--- src/rtl/instr_fetch_unit.sv ---
// rtl/instr_fetch_unit.sv - instruction fetch stage: PC, credited imem requests, fetch buffer, redirect drain
//
// Purpose:
//   Owns the fetch PC and issues in-order word requests to instruction memory.
//   Returned words are paired with their request address and buffered in a
//   small FIFO that feeds decode. A redirect flushes the buffer and retargets
//   the PC. Responses that were already in flight are counted and discarded.
//
// Ports:
//   clk, rst                 clock, synchronous active-high reset
//   imem_req_valid/ready     request handshake to instruction memory
//   imem_req_addr            word-aligned fetch address (current PC)
//   imem_rsp_valid/data      in-order responses, at least 1 cycle after accept
//   redirect_valid/pc        branch/jump redirect; target low bits ignored
//   if_valid/ready           handshake to decode
//   if_pc/if_instr           head-of-buffer PC and instruction word

module instr_fetch_unit #(
  parameter logic [31:0] RESET_PC = 32'h0000_0000,
  parameter int unsigned DEPTH    = 2
) (
  input  logic        clk,
  input  logic        rst,
  output logic        imem_req_valid,
  input  logic        imem_req_ready,
  output logic [31:0] imem_req_addr,
  input  logic        imem_rsp_valid,
  input  logic [31:0] imem_rsp_data,
  input  logic        redirect_valid,
  input  logic [31:0] redirect_pc,
  output logic        if_valid,
  input  logic        if_ready,
  output logic [31:0] if_pc,
  output logic [31:0] if_instr
);

  localparam int PW = (DEPTH > 1) ? $clog2(DEPTH) : 1;
  localparam int CW = $clog2(DEPTH + 1);

  localparam logic [PW-1:0] LAST_PTR   = PW'(DEPTH - 1);
  localparam logic [CW-1:0] DEPTH_W    = CW'(DEPTH);
  localparam logic [31:0]   RESET_PC_W = RESET_PC & ~32'h3;

  typedef enum logic [0:0] {
    ST_RUN,
    ST_DRAIN
  } state_e;

  // Wrap-around increment so DEPTH need not be a power of two.
  function automatic logic [PW-1:0] ptr_inc(input logic [PW-1:0] p);
    if (p == LAST_PTR) begin
      return '0;
    end
    return p + 1'b1;
  endfunction

  // Control state
  state_e        state_q, state_d;
  logic [31:0]   pc_q, pc_d;
  logic          init_q, init_d;
  logic [CW-1:0] inflight_q, inflight_d;
  logic [CW-1:0] drop_q, drop_d;

  // In-flight address queue: one entry per accepted, not yet returned request
  logic [31:0]   aq_addr_q [DEPTH];
  logic [31:0]   aq_addr_d [DEPTH];
  logic [PW-1:0] aq_rd_q, aq_rd_d;
  logic [PW-1:0] aq_wr_q, aq_wr_d;

  // Fetch buffer: {pc, instr} pairs waiting for decode
  logic [31:0]   buf_pc_q    [DEPTH];
  logic [31:0]   buf_pc_d    [DEPTH];
  logic [31:0]   buf_instr_q [DEPTH];
  logic [31:0]   buf_instr_d [DEPTH];
  logic [PW-1:0] buf_rd_q, buf_rd_d;
  logic [PW-1:0] buf_wr_q, buf_wr_d;
  logic [CW-1:0] buf_cnt_q, buf_cnt_d;

  logic          req_fire;
  logic          rsp_live;
  logic          if_fire;
  logic          buf_push;
  logic [CW-1:0] outstanding;
  logic [CW-1:0] credit_used;
  logic [31:0]   redirect_aligned;

  // In RUN the drop count is zero; in DRAIN the in-flight count is zero.
  // Their sum is therefore the number of responses still owed by memory.
  assign outstanding      = inflight_q + drop_q;
  assign credit_used      = inflight_q + buf_cnt_q;
  assign redirect_aligned = redirect_pc & ~32'h3;

  // init_q holds requests off for the first cycle after reset.
  assign imem_req_valid = !rst && !init_q && (state_q == ST_RUN) &&
                          !redirect_valid && (credit_used < DEPTH_W);
  assign imem_req_addr  = pc_q;

  // Decode outputs come straight from buffer flops; no path from imem_rsp.
  assign if_valid = (buf_cnt_q != '0);
  assign if_pc    = if_valid ? buf_pc_q[buf_rd_q]    : '0;
  assign if_instr = if_valid ? buf_instr_q[buf_rd_q] : '0;

  assign req_fire = imem_req_valid && imem_req_ready;
  assign rsp_live = imem_rsp_valid && (outstanding != '0);
  assign if_fire  = if_valid && if_ready;

  always_comb begin
    state_d     = state_q;
    pc_d        = pc_q;
    init_d      = 1'b0;
    inflight_d  = inflight_q;
    drop_d      = drop_q;
    aq_addr_d   = aq_addr_q;
    aq_rd_d     = aq_rd_q;
    aq_wr_d     = aq_wr_q;
    buf_pc_d    = buf_pc_q;
    buf_instr_d = buf_instr_q;
    buf_rd_d    = buf_rd_q;
    buf_wr_d    = buf_wr_q;
    buf_cnt_d   = buf_cnt_q;
    buf_push    = 1'b0;

    if (redirect_valid) begin
      // Everything queued or buffered is stale. A response arriving in this
      // same cycle is one of the owed ones and is simply not stored.
      pc_d       = redirect_aligned;
      aq_rd_d    = '0;
      aq_wr_d    = '0;
      inflight_d = '0;
      buf_rd_d   = '0;
      buf_wr_d   = '0;
      buf_cnt_d  = '0;
      drop_d     = outstanding - CW'(rsp_live);
      state_d    = (drop_d != '0) ? ST_DRAIN : ST_RUN;
    end else begin
      if (state_q == ST_RUN) begin
        if (req_fire) begin
          aq_addr_d[aq_wr_q] = pc_q;
          aq_wr_d            = ptr_inc(aq_wr_q);
          pc_d               = pc_q + 32'd4;
        end
        if (rsp_live) begin
          buf_push              = 1'b1;
          buf_pc_d[buf_wr_q]    = aq_addr_q[aq_rd_q];
          buf_instr_d[buf_wr_q] = imem_rsp_data;
          buf_wr_d              = ptr_inc(buf_wr_q);
          aq_rd_d               = ptr_inc(aq_rd_q);
        end
        inflight_d = inflight_q + CW'(req_fire) - CW'(rsp_live);
      end else begin
        if (rsp_live) begin
          drop_d = drop_q - 1'b1;
          if (drop_d == '0) begin
            state_d = ST_RUN;
          end
        end
      end

      if (if_fire) begin
        buf_rd_d = ptr_inc(buf_rd_q);
      end
      buf_cnt_d = buf_cnt_q + CW'(buf_push) - CW'(if_fire);
    end
  end

  always_ff @(posedge clk) begin
    if (rst) begin
      state_q    <= ST_RUN;
      pc_q       <= RESET_PC_W;
      init_q     <= 1'b1;
      inflight_q <= '0;
      drop_q     <= '0;
      aq_rd_q    <= '0;
      aq_wr_q    <= '0;
      buf_rd_q   <= '0;
      buf_wr_q   <= '0;
      buf_cnt_q  <= '0;
    end else begin
      state_q    <= state_d;
      pc_q       <= pc_d;
      init_q     <= init_d;
      inflight_q <= inflight_d;
      drop_q     <= drop_d;
      aq_rd_q    <= aq_rd_d;
      aq_wr_q    <= aq_wr_d;
      buf_rd_q   <= buf_rd_d;
      buf_wr_q   <= buf_wr_d;
      buf_cnt_q  <= buf_cnt_d;
    end
  end

  // Storage arrays need no reset: occupancy is tracked by the pointers/counts.
  always_ff @(posedge clk) begin
    aq_addr_q   <= aq_addr_d;
    buf_pc_q    <= buf_pc_d;
    buf_instr_q <= buf_instr_d;
  end

endmodule

--- config.mk ---
export PLATFORM = sky130hd
export DESIGN_NAME = instr_fetch_unit
export DESIGN_NICKNAME = d
export VERILOG_FILES = /design/src/rtl/instr_fetch_unit.sv
export SDC_FILE = /design/constraint.sdc
export NUM_CORES = 1
export LEC_CHECK = 0
export CAP_MARGIN = 20
export CORE_MARGIN = 1
export CORE_UTILIZATION = 45
export DETAILED_ROUTE_END_ITERATION = 6
export HOLD_SLACK_MARGIN = 0.05
export PLACE_DENSITY = 0.73
export SLEW_MARGIN = 25
export SYNTH_ARGS = -nofsm -noshare
export SYNTH_HDL_FRONTEND = slang
export SYNTH_SLANG_ARGS = --single-unit
--- constraint.sdc ---
create_clock -name clk -period 6.4 [get_ports clk]
set_input_delay 0.96 -clock clk [delete_from_list [all_inputs] [get_ports clk]]
set_output_delay 0.96 -clock clk [all_outputs]
set_load 0.03 [all_outputs]
# Word level (Yosys, flattened, before mapping)
# Cells that the tools add are included.
dict set report word_totals {
  wordCells 126
  output_inout_bits 98
  inputBits 70
  regBits 236
}
dict set report classes {
  n_lt_le_gt_ge 7
  add_sub_neg 13
  n_eq_ne 1
  bitwise 6
  reduce_logical 26
  n_mux 56
}
# operator n
set op_table {}
lappend op_table {{32-bit 2-to-1 mux} 16}
lappend op_table {{64-bit bitwise mux} 3}
lappend op_table {{32-bit demux with 1-bit select} 2}
lappend op_table {{32-bit by 3-bit adder with 32-bit output, second input constant} 1}
lappend op_table {{1-bit 2-to-1 mux} 32}
lappend op_table {{2-bit nonzero test} 6}
lappend op_table {{1-bit logical AND} 9}
lappend op_table {{2-bit >= comparator, second input constant} 4}
lappend op_table {{1-bit inverter with 2-bit output} 4}
lappend op_table {{2-bit AND reduction} 4}
lappend op_table {{2-bit 2-to-1 mux} 3}
lappend op_table {{3-bit AND reduction} 2}
lappend op_table {{2-bit by 1-bit subtractor with 2-bit output} 3}
lappend op_table {{1-bit adder, second input constant} 4}
lappend op_table {{2-bit by 1-bit adder with 2-bit output} 2}
lappend op_table {{2-bit adder} 2}
lappend op_table {{2-bit by 1-bit less-than comparator with 1-bit output, second input constant} 2}
lappend op_table {{1-bit logical NOT} 3}
lappend op_table {{2-bit logical NOT} 1}
lappend op_table {{2-bit less-than comparator, second input constant} 1}
lappend op_table {{2-bit != test, second input constant} 1}
lappend op_table {{1-bit inverter} 2}
lappend op_table {{2-bit OR reduction} 1}
lappend op_table {{2-bit by 1-bit subtractor with 2-bit output, second input constant} 1}

# Logic depth before layout (Yosys ltp)
# Gate-level depths: netlist of run 1.
dict set report depth {
  depth_word 10
  depth_mapped 12
  depth_no_buf 11
}

# Worst setup path before layout of run 1
# No wires, ideal clock.
dict set report synth_timing {
  kind {in2reg}
  startpoint {input imem_rsp_valid}
  endpoint {register buf_instr_q[0] (netlist bit) (enable)}
  slack_ps -165
  n_path_buf 1
  setup_ps 571
  arrival_time_ps 5994
  t_required_ps 5829
  cell_stages 5
  cell_sequence {o21ai_0 inv_1 nand2b_1 clkbuf_1 nor3b_1}
}
dict set report synth_between {
  elab_chain_len 2
}
# item line
set synth_lines {}
lappend synth_lines {{from (decl)} 27} ;# input logic imem_rsp_valid,
lappend synth_lines {{1-bit logical AND} 104} ;# assign rsp_live = imem_rsp_valid && (outstanding != '0);
lappend synth_lines {{3-bit AND reduction (no source line)} --}
lappend synth_lines {{to (signal assigned)} 196} ;# buf_instr_q <= buf_instr_d;
lappend synth_lines {{to (decl)} 73} ;# logic [31:0] buf_instr_q [DEPTH];
# No other way between the ends.
# A chain may end at the register's enable or synchronous reset.

# Worst setup path after layout of run 1
dict set report layout_timing {
  startpoint {input redirect_valid}
  endpoint {output imem_req_valid}
}
dict set report layout_between {
  elab_chain_len 3
}
# item line
set layout_lines {}
lappend layout_lines {{from (decl)} 29} ;# input logic redirect_valid,
lappend layout_lines {{1-bit logical NOT} 95} ;# !redirect_valid && (credit_used < DEPTH_W);
lappend layout_lines {{1-bit logical AND} 94} ;# assign imem_req_valid = !rst && !init_q && (state_q == ST_RUN) &&
lappend layout_lines {{1-bit logical AND} 95}
lappend layout_lines {{to (decl)} 24} ;# output logic imem_req_valid,
# No other way between the ends.

==> results of run 1 <==
## path summary, 6_finish.rpt
check                     from             end  slack, ns  cells after the start
max             redirect_valid  imem_req_valid       2.60                      5
min          imem_req_addr[31]   aq_addr_q[31]       0.52                      0
max reg2reg       buf_cnt_q[1]    buf_cnt_q[1]       3.71                     10
min reg2reg  imem_req_addr[31]   aq_addr_q[31]       0.52                      0
## per-stage QoR
step / setup WS (ns) / instance area, um2
floorplan: 0.171 / 9320
global placement: 2.56 / 11200
detailed placement: 2.50 / 11200
CTS: 2.58 / 12000
global route: 2.47 / 12000
finish: 2.60 / 12000
## synth_stat cells, types with 2 or more instances
| cell type | number | share of area |
|---|---|---|
| edfxtp_1 | 184 | 0.59 |
| nor2_1 | 88 | 0.036 |
| mux2i_1 | 67 | 0.072 |
| dfxtp_1 | 42 | 0.090 |
| mux2_2 | 30 | 0.036 |
| nand2_1 | 28 | 0.011 |
| clkbuf_1 | 27 | 0.011 |
| a311oi_1 | 12 | 0.011 |
| nor3_1 | 12 | 0.0065 |
| a21oi_1 | 11 | 0.0059 |
| nand4_1 | 11 | 0.0074 |
| inv_1 | 10 | 0.0040 |
| nand3_1 | 10 | 0.0054 |
| o21ai_0 | 9 | 0.0048 |
| or4_1 | 8 | 0.0065 |
| a31oi_1 | 7 | 0.0047 |
| ha_1 | 7 | 0.0094 |
| o31ai_1 | 7 | 0.0056 |
| xnor2_1 | 7 | 0.0066 |
| and2_1 | 6 | 0.0040 |
| and3_1 | 6 | 0.0040 |
| and4_1 | 6 | 0.0056 |
| a211oi_1 | 4 | 0.0032 |
| buf_1 | 4 | 0.0016 |
| buf_4 | 4 | 0.0032 |
| nor4_1 | 4 | 0.0027 |
| xor2_1 | 4 | 0.0038 |
| a22oi_1 | 3 | 0.0024 |
| o21a_1 | 3 | 0.0024 |
| a2111oi_0 | 2 | 0.0019 |
| a211o_1 | 2 | 0.0019 |
| a221oi_1 | 2 | 0.0019 |
| nand3b_1 | 2 | 0.0016 |
| o311ai_0 | 2 | 0.0019 |
| o31a_1 | 2 | 0.0019 |
| or3_1 | 2 | 0.0013 |
| xor2_2 | 2 | 0.0035 |
## cells in the final DEF, fill, tap and decap left out, drive strengths merged, types with 11 or more instances in the layout
cell type and n:
clkbuf 31, nor2 88, dfxtp 42, mux2i 67, nand4 12, a311oi 12, mux2 30, clkdlybuf4s50 161
inv 11, buf 13, edfxtp 184, a21oi 11, nor3 12, nand2 28
## per-layer routing
metal	track usage	share of wire	vias up
li1	-	-	2824
met1	0.245	0.42	2839
met2	0.318	0.49	211
met3	0.0307	0.066	32
met4	0.0642	0.023	0
met5	0	0	-
## cell families after synthesis
group | Yosys count | synth area share
fa+ha+maj | 7 | 0.00942
buf+inv | 48 | 0.0219
compound gates | 75 | 0.0591
flops | 226 | 0.684
other cells | 1 | 0.000403
mux | 97 | 0.108
xor+xnor | 14 | 0.0164
simple gates | 190 | 0.0999
## critical path: stages
cell	delay, ns
clkdlybuf4s50_1	0.39
buf_4	0.25
nor4_4	0.35
and2_1	0.19
clkdlybuf4s50_1	0.68
## where the power goes
| part | switching (mW) | total (mW) | leakage [nW] | internal (mW) |
|---|---|---|---|---|
| clock network | 0.520 | 1.29 | 0.352 | 0.774 |
| registers | 0.0484 | 1.70 | 2.02 | 1.65 |
| logic | 0.253 | 0.443 | 1.49 | 0.190 |
## registers in the layout, indices dropped and copies added (netlist names)
signal and flops:
buf_pc_q 60, buf_cnt_q 2, imem_req_addr 30, inflight_q 2, buf_wr_q 1, init_q 1, buf_rd_q 1, drop_q 2
aq_wr_q 1, aq_rd_q 1, buf_instr_q 64, aq_addr_q 60, state_q 1
## layout make-up
type	count	area [um2]	share of cell area
multi-input combinational	387	2770	0.231
sequential	226	6370	0.532
tap	270	338	0.0282
clock buffer	31	636	0.0531
inverter	11	41.3	0.00345
clock inverter	10	101	0.00847
timing repair buffer	174	1710	0.143
==> flow_summary_export.csv, run 1 <==
group,metric,value,unit
synth,avgSynthCellArea,14.1,um2
place,dpl.cell_count,1068,
synth,netlist_area,9300,um2
clock_network,path_clk_slew,0.06,ns
clock_network,postCtsSetupRepairBufs,0,
routing,drtIter0Drc,387,
clock_network,root_buffer,"clkbuf_16",
timing,slew_headroom,0.338,
routing,first_pass_iters,4,
min_path,hp-class,"register to register",
timing,finalSetupTns,0,ns
synth,yosysWarnings,0,
finish,final_core_util,0.591,
finish,final_cells,1109,
die,ios,168,
routing,vias,5906,
die,core_area,20200,um2
clock_network,cts_tree,"yes",
synth,async_reset_ff_frac,0,
job,cap_viol_max_count,0,
setup_path,cp-end-kind,"primary output",
finish,drive_gt1_frac,0.106,
finish,synthToLayoutAreaGrowth,28.6,%
timing,setup_viol,0,
finish,diodes,0,
routing,ant_nets,0,
synth,synth_ff_type,"edfxtp_1",
clock_network,clock_latency,0.50,ns
timing,fmax,263,MHz
routing,via_per_inst,5.33,
die,std_cell_rows,52,
clock_network,post_cts_resize_count,0,
timing,fin_crit,3.80,ns
setup_path,crit_arrival,2.84,ns
timing,rsz0062_at_grt,"false",
place,dpl.hpwl,12900,um
power,p_per_area,288,nW/um2
timing,fin_skew,0.00774,ns
clock_network,cts_max_level,1,
synth,syn_inst,658,
clock_network,cts_sinks,226,
global_routing,grt_pass1_wl,31300,um
global_routing,grt_max_degree,57,
routing,wl_per_cell,17.9,um
setup_path,criticalPathCategory,"primary input to primary output",
timing,max_slew.worst_pin.slew,0.993,ns
routing,drt_wl_total,19800,um
place,gp_congestion,0.818,
global_routing,grt_antenna_before_repair,0,
synth,synth-seq-cells,226,
power,p_total,3.44,mW
setup_path,cp-start-kind,"primary input",
timing,final-hold-violation-count,0,
finish,final_nets,900,
synth,synth_edf_count,184,
routing,drcViolationCount,0,
clock_network,cts.hold.buffers_added,0,
place,port_buffers,161,
die,die-area,21200,um2
die,die_h,146,um
power,leakage,3.87,nW
global_routing,grt_pass1_vias,5848,
synth,ys_types,58,
global_routing,track_usage,0.188,
die,die_w,146,um
die,initial_utilization,0.460,
clock_network,cts.path.max_buffers,3,
run_status,run_status,"finished, final reports clean",
timing,drv_slew,0,
timing,fin_crit_sh,0.593,
setup_path,crit_required,5.44,ns
power,peakVddDrop,155,uV
setup_path,cp_max_fo,32,
synth,yosysSeqAreaShare,0.684,
global_routing,overflow,0,
timing,holdWs,0.518,ns
clock_network,cts_buffers,23,
finish,fill_cells,1624,
Note: power is estimated with default switching activity, not from simulation.
==> run 2: changes to the inputs <==
- PLACE_DENSITY: 0.73 -> 0.7
- clock period: 6.4 -> 3.7 ns (I/O delays scaled with it)
==> run 2 against run 1 <==
Die area unchanged. Cell area increased by 0.16%. Sequential power increased by 74%. Clock power increased by 61%. Largest power group unchanged. Register-to-register slack got worse by 2.7 ns. Clock skew increased by 0.010 ns. Sequential cell count unchanged. Via count increased by 1.3%.
==> flow_summary_export.csv, run 2 (synthesis results as in run 1) <==
group,metric,value,unit
timing,setup_ws,0.611,ns
global_routing,track_usage,0.188,
power,peakVddDrop,297,uV
finish,synthToLayoutAreaGrowth,28.8,%
power,p_sw_frac,0.245,
finish,layout_common_cells,"184 x edfxtp_1, 161 x clkdlybuf4s50_1, 86 x nor2_1, 67 x mux2i_1, 41 x dfxtp_1",
timing,final-hold-violation-count,0,
routing,ant_nets,0,
setup_path,path_buf_inv,1,
power,combinationalPowerShare,0.135,
power,seq_power_share,0.508,
place,pre_cts_slack,0.684,ns
finish,top_register,"buf_instr_q",
die,ios,168,
clock_network,cts_tree,"yes",
setup_path,worstPathCellList,"xor2_2 > xor2_2 > and2_1 > clkdlybuf4s50_1",
global_routing,grt_antenna_before_repair,0,
run_status,run_status,"finished, final reports clean",
routing,drtIter0Drc,437,
finish,drive_gt1_frac,0.102,
timing,fin_crit_sh,0.835,
finish,diodes,0,
clock_network,path_clk_slew,0.06,ns
power,clock_power_share,0.357,
finish,final_area,12000,um2
power,leakage,3.86,nW
setup_path,crit_top_cell,"xor2_2",
routing,drt_wl_total,19900,um
min_path,hold_end,"inflight_q[1]",
global_routing,overflow,0,
finish,final_nets,901,
routing,via_per_inst,5.39,
die,die_w,146,um
die,initial_utilization,0.460,
timing,slew_headroom,0.448,
timing,fmax,324,MHz
timing,setup_viol,0,
place,post_dp_cell_area,11300,um2
global_routing,grt_pass1_wl,31600,um
min_path,hp-class,"register to register",
place,port_buffers,161,
timing,fin_skew,0.0180,ns
timing,max_slew.worst_pin.slew,0.828,ns
finish,largest_register_ff_count,64,
setup_path,cp_max_fo,9,
setup_path,cp-end-kind,"primary output",
power,p_total,5.81,mW
clock_network,postCtsSetupRepairBufs,0,
place,gp_congestion,0.821,
timing,fin_crit,3.09,ns
setup_path,r2r_start,"inflight_q[0]",
place,dpl.hpwl,13300,um
place,dpl.cell_count,1069,
clock_network,cts_buffers,23,
setup_path,crit_family,"XOR/XNOR gates",
timing,drv_slew,0,
clock_network,post_cts_resize_count,0,
die,die_h,146,um
finish,reg_top3,"buf_instr_q: 64 flops, aq_addr_q: 60 flops, buf_pc_q: 60 flops",
routing,first_pass_iters,5,
setup_path,crit_required,3.14,ns
clock_network,cts_max_level,1,
job,cap_viol_max_count,0,
global_routing,grt_pass1_vias,5970,
min_path,worstHoldStart,"inflight_q[1]",
global_routing,grt_max_degree,63,
die,std_cell_rows,52,
clock_network,root_buffer,"clkbuf_16",
power,p_per_area,485,nW/um2
timing,rsz0062_at_grt,"false",
routing,vias,5985,
setup_path,criticalPathCategory,"register to primary output",
setup_path,r2r-end,"buf_cnt_q[1]",
clock_network,cts_sinks,226,
die,die-area,21200,um2
setup_path,reg2reg_depth,11,
power,power_switching,1.42,mW
die,core_area,20200,um2
clock_network,clock_latency,0.51,ns
timing,holdWs,0.545,ns
finish,layout.cells.most_common,"edfxtp_1",
finish,final_cells,1111,
timing,finalSetupTns,0,ns
setup_path,cp-start-kind,"register",
setup_path,slowest_stage,"clkdlybuf4s50_1",
power,internal-power,4.39,mW
min_path,whs_path_depth,2,
finish,final_core_util,0.592,
setup_path,slowest_delay,0.67,ns
clock_network,cts.path.max_buffers,3,
setup_path,crit_arrival,2.53,ns
setup_path,reg2reg_slack,0.98,ns
routing,wl_per_cell,17.9,um
clock_network,cts.hold.buffers_added,0,
routing,drcViolationCount,0,
[run 2: cell count changes in the layout (fill, tap and decap cells not counted), sizes merged]
cell,previous run,this run
buf,13,14
bufinv,2,0
clkbuf,31,32
clkinv,5,9
clkinvlp,3,1
[run 2: cell type report]
class,count,area (um2)
fill,1547,8250
sequential,226,6370
multi-input combinational,387,2780
timing repair buffer,175,1780
clock buffer,32,629
tap,270,338
clock inverter,10,50.0
inverter,11,41.3
[run 2: metal layers]
metal	GRT usage	share of wire	vias to the layer above
met5	0	0	-
met4	0.0637	0.018	0
met3	0.0313	0.072	29
met2	0.327	0.50	280
met1	0.237	0.41	2844
li1	-	-	2832
[run 2: power groups by stage]
stage / Combinational, mW / Clock [mW] / Sequential [mW]
final: 0.784 / 2.08 / 2.95
after global routing: 0.833 / 2.22 / 2.96
after CTS: 0.788 / 2.12 / 2.95
after detailed placement: 0.781 / 0 / 3.00
after global placement: 0.761 / 0 / 3.00
after floorplan: 0.430 / 0 / 3.01
[run 2: worst max path at each step]
stage	slack, ns	endpoint	from	cells past startpoint
final	0.61	imem_req_valid	buf_cnt_q[1]	4
after detailed placement	0.68	aq_addr_q[58]	redirect_valid	6
after global routing	0.47	imem_req_valid	buf_cnt_q[1]	4
after global placement	0.76	aq_addr_q[34]	redirect_valid	6
after floorplan	0.30	aq_addr_q[34]	rst	7
after CTS	0.60	if_pc[31]	buf_cnt_q[1]	4
[run 2: worst register-to-register path, stage by stage, from the launching register on]
cell and delay [ns]:
dfxtp_1 0.40, ha_1 0.19, xor3_1 0.25, o21ai_0 0.35
inv_1 0.19, nand2b_1 0.33, ha_1 0.31, inv_1 0.06
ha_1 0.15, xor2_1 0.19, xnor2_1 0.14, nor2_1 0.05
==> run 3: changes to the inputs <==
- clock period: 3.7 -> 2.9 ns (I/O delays scaled with it)
==> run 3 against run 2 <==
Non-clock buffer count increased by 13. First-iteration DRC count down 5.7%. Sequential cell count stayed put. Cell count rose by 1.1%. Critical endpoint is now if_instr[13]. Critical path depth is the same. Sequential power is 27% higher. Cell area rose by 1.1%. Routed wire length up 1.1%. Critical path type unchanged. Clock skew fell by 0.0072 ns. Register-to-register slack got worse by 0.58 ns. Power increased by 29%. Sequential share of layout area fell by 0.54 points. Largest power group unchanged.
==> flow_summary_export.csv, run 3 (synthesis results as in run 1) <==
group,metric,value,unit
run_status,run_status,"finished, final reports clean",
die,die-area,21200,um2
finish,top_register,"buf_instr_q",
place,port_buffers,161,
finish,drive_gt1_frac,0.125,
place,dpl.hpwl,13500,um
setup_path,criticalPathCategory,"register to primary output",
setup_path,cp-start-kind,"register",
routing,vias,6075,
global_routing,grt_use_met2,0.328,
die,initial_utilization,0.460,
global_routing,grt.busiest_layer,"met2",
min_path,whs_path_depth,1,
global_routing,grt_max_degree,63,
die,die_w,146,um
routing,drcViolationCount,0,
die,die_h,146,um
timing,rsz0062_at_grt,"false",
setup_path,r2r-end,"buf_cnt_q[1]",
power,peakVddDrop,337,uV
clock_network,postCtsSetupRepairBufs,0,
finish,final_cells,1123,
clock_network,cts_tree,"yes",
timing,drv_slew,0,
job,cap_viol_max_count,0,
setup_path,r2r_start,"inflight_q[1]",
global_routing,grt_pass1_wl,31700,um
routing,first_pass_iters,6,
min_path,worstHoldStart,"imem_rsp_data[23]",
clock_network,clock_latency,0.50,ns
place,dpl.cell_count,1082,
setup_path,cp_max_fo,23,
die,ios,168,
clock_network,cts_buffers,23,
global_routing,use_met1,0.242,
power,p_total,7.47,mW
power,leakage,3.94,nW
clock_network,cts_sinks,226,
finish,final_nets,914,
setup_path,worstPathCellList,"buf_12 > mux2i_1 > nor2_1 > clkdlybuf4s50_1",
setup_path,crit_family,"buffers and inverters",
setup_path,crit_arrival,2.31,ns
setup_path,reg2reg_slack,0.40,ns
routing,wl_per_cell,17.9,um
die,core_area,20200,um2
finish,layout.cells.most_common,"edfxtp_1",
setup_path,startpoint,"buf_rd_q",
timing,setup_viol,0,
routing,drtIter0Drc,412,
setup_path,reg2reg_depth,10,
finish,layout_common_cells,"184 x edfxtp_1, 160 x clkdlybuf4s50_1, 86 x nor2_1, 67 x mux2i_1, 40 x dfxtp_1",
global_routing,grt_use_met3,0.0310,
setup_path,crit_cells,4,
timing,fin_skew,0.0107,ns
clock_network,cts.path.max_buffers,3,
timing,holdWs,0.521,ns
clock_network,path_clk_slew,0.06,ns
global_routing,grt_antenna_before_repair,0,
routing,ant_nets,0,
place,gp_congestion,0.863,
timing,fin_crit_sh,0.947,
clock_network,post_cts_resize_count,0,
routing,via_per_inst,5.41,
timing,fmax,364,MHz
clock_network,root_buffer,"clkbuf_16",
finish,diodes,0,
finish,reg_top3,"buf_instr_q: 64 flops, aq_addr_q: 60 flops, buf_pc_q: 60 flops",
setup_path,crit_required,2.47,ns
routing,drt_wl_total,20100,um
setup_path,slowest_stage,"clkdlybuf4s50_1",
timing,fin_crit,2.75,ns
setup_path,setup.worst_path.end,"if_instr[13]",
timing,final-hold-violation-count,0,
die,std_cell_rows,52,
clock_network,cts.hold.buffers_added,0,
global_routing,track_usage,0.188,
finish,largest_register_ff_count,64,
finish,synthToLayoutAreaGrowth,30.2,%
clock_network,cts_max_level,1,
global_routing,overflow,0,
setup_path,slowest_delay,0.68,ns
global_routing,grt_pass1_vias,6074,
power,p_per_area,617,nW/um2
min_path,hp-class,"primary input to register",
setup_path,cp-end-kind,"primary output",
setup_path,path_buf_inv,2,
-- run 3: worst min path at each step --
stage | to | slack, ns
after floorplan | init_q | 0.46
after global placement | inflight_q[0] | 0.51
after detailed placement | imem_req_addr[19] | 0.53
after CTS | buf_instr_q[55] | 0.50
after global routing | buf_instr_q[61] | 0.51
final | buf_instr_q[55] | 0.52
-- run 3: through the flow --
stage	setup WS [ns]	util	TNS, ns	instance area (um2)
global placement	0.231	0.564	0	11400
floorplan	-0.263	-	-23.07	9360
CTS	0.0812	0.598	0	12100
global route	0.0484	0.598	0	12100
detailed placement	0.116	0.564	0	11400
finish	0.153	0.598	0	12100
-- run 3: layer usage --
layer | vias up | routed length [um]
met5 | - | 0
met4 | 0 | 318
met3 | 28 | 1530
met2 | 277 | 9940
met1 | 2923 | 8330
li1 | 2847 | -
-- run 3: report_power, final --
group	total, mW	leakage (nW)	internal (mW)	switching (mW)
registers	3.75	2.02	3.65	0.104
logic	1.02	1.58	0.448	0.577
clock network	2.69	0.346	1.56	1.13
-- run 3: worst register-to-register path, stage by stage (launching register included) --
cell and delay (ns):
dfxtp_1 0.44, xor3_1 0.42, o21ai_2 0.24, inv_2 0.09
nand2b_1 0.30, ha_1 0.30, inv_1 0.05, ha_1 0.15
xor2_1 0.20, xnor2_1 0.14, nor2_1 0.05
-- run 3: area by class of cell --
| cell class | instances | area (um2) |
|---|---|---|
| tap | 270 | 338 |
| clock buffer | 33 | 653 |
| timing repair buffer | 188 | 1890 |
| inverter | 11 | 41.3 |
| multi-input combinational | 387 | 2780 |
| clock inverter | 8 | 37.5 |
| fill | 1582 | 8130 |
| sequential | 226 | 6370 |
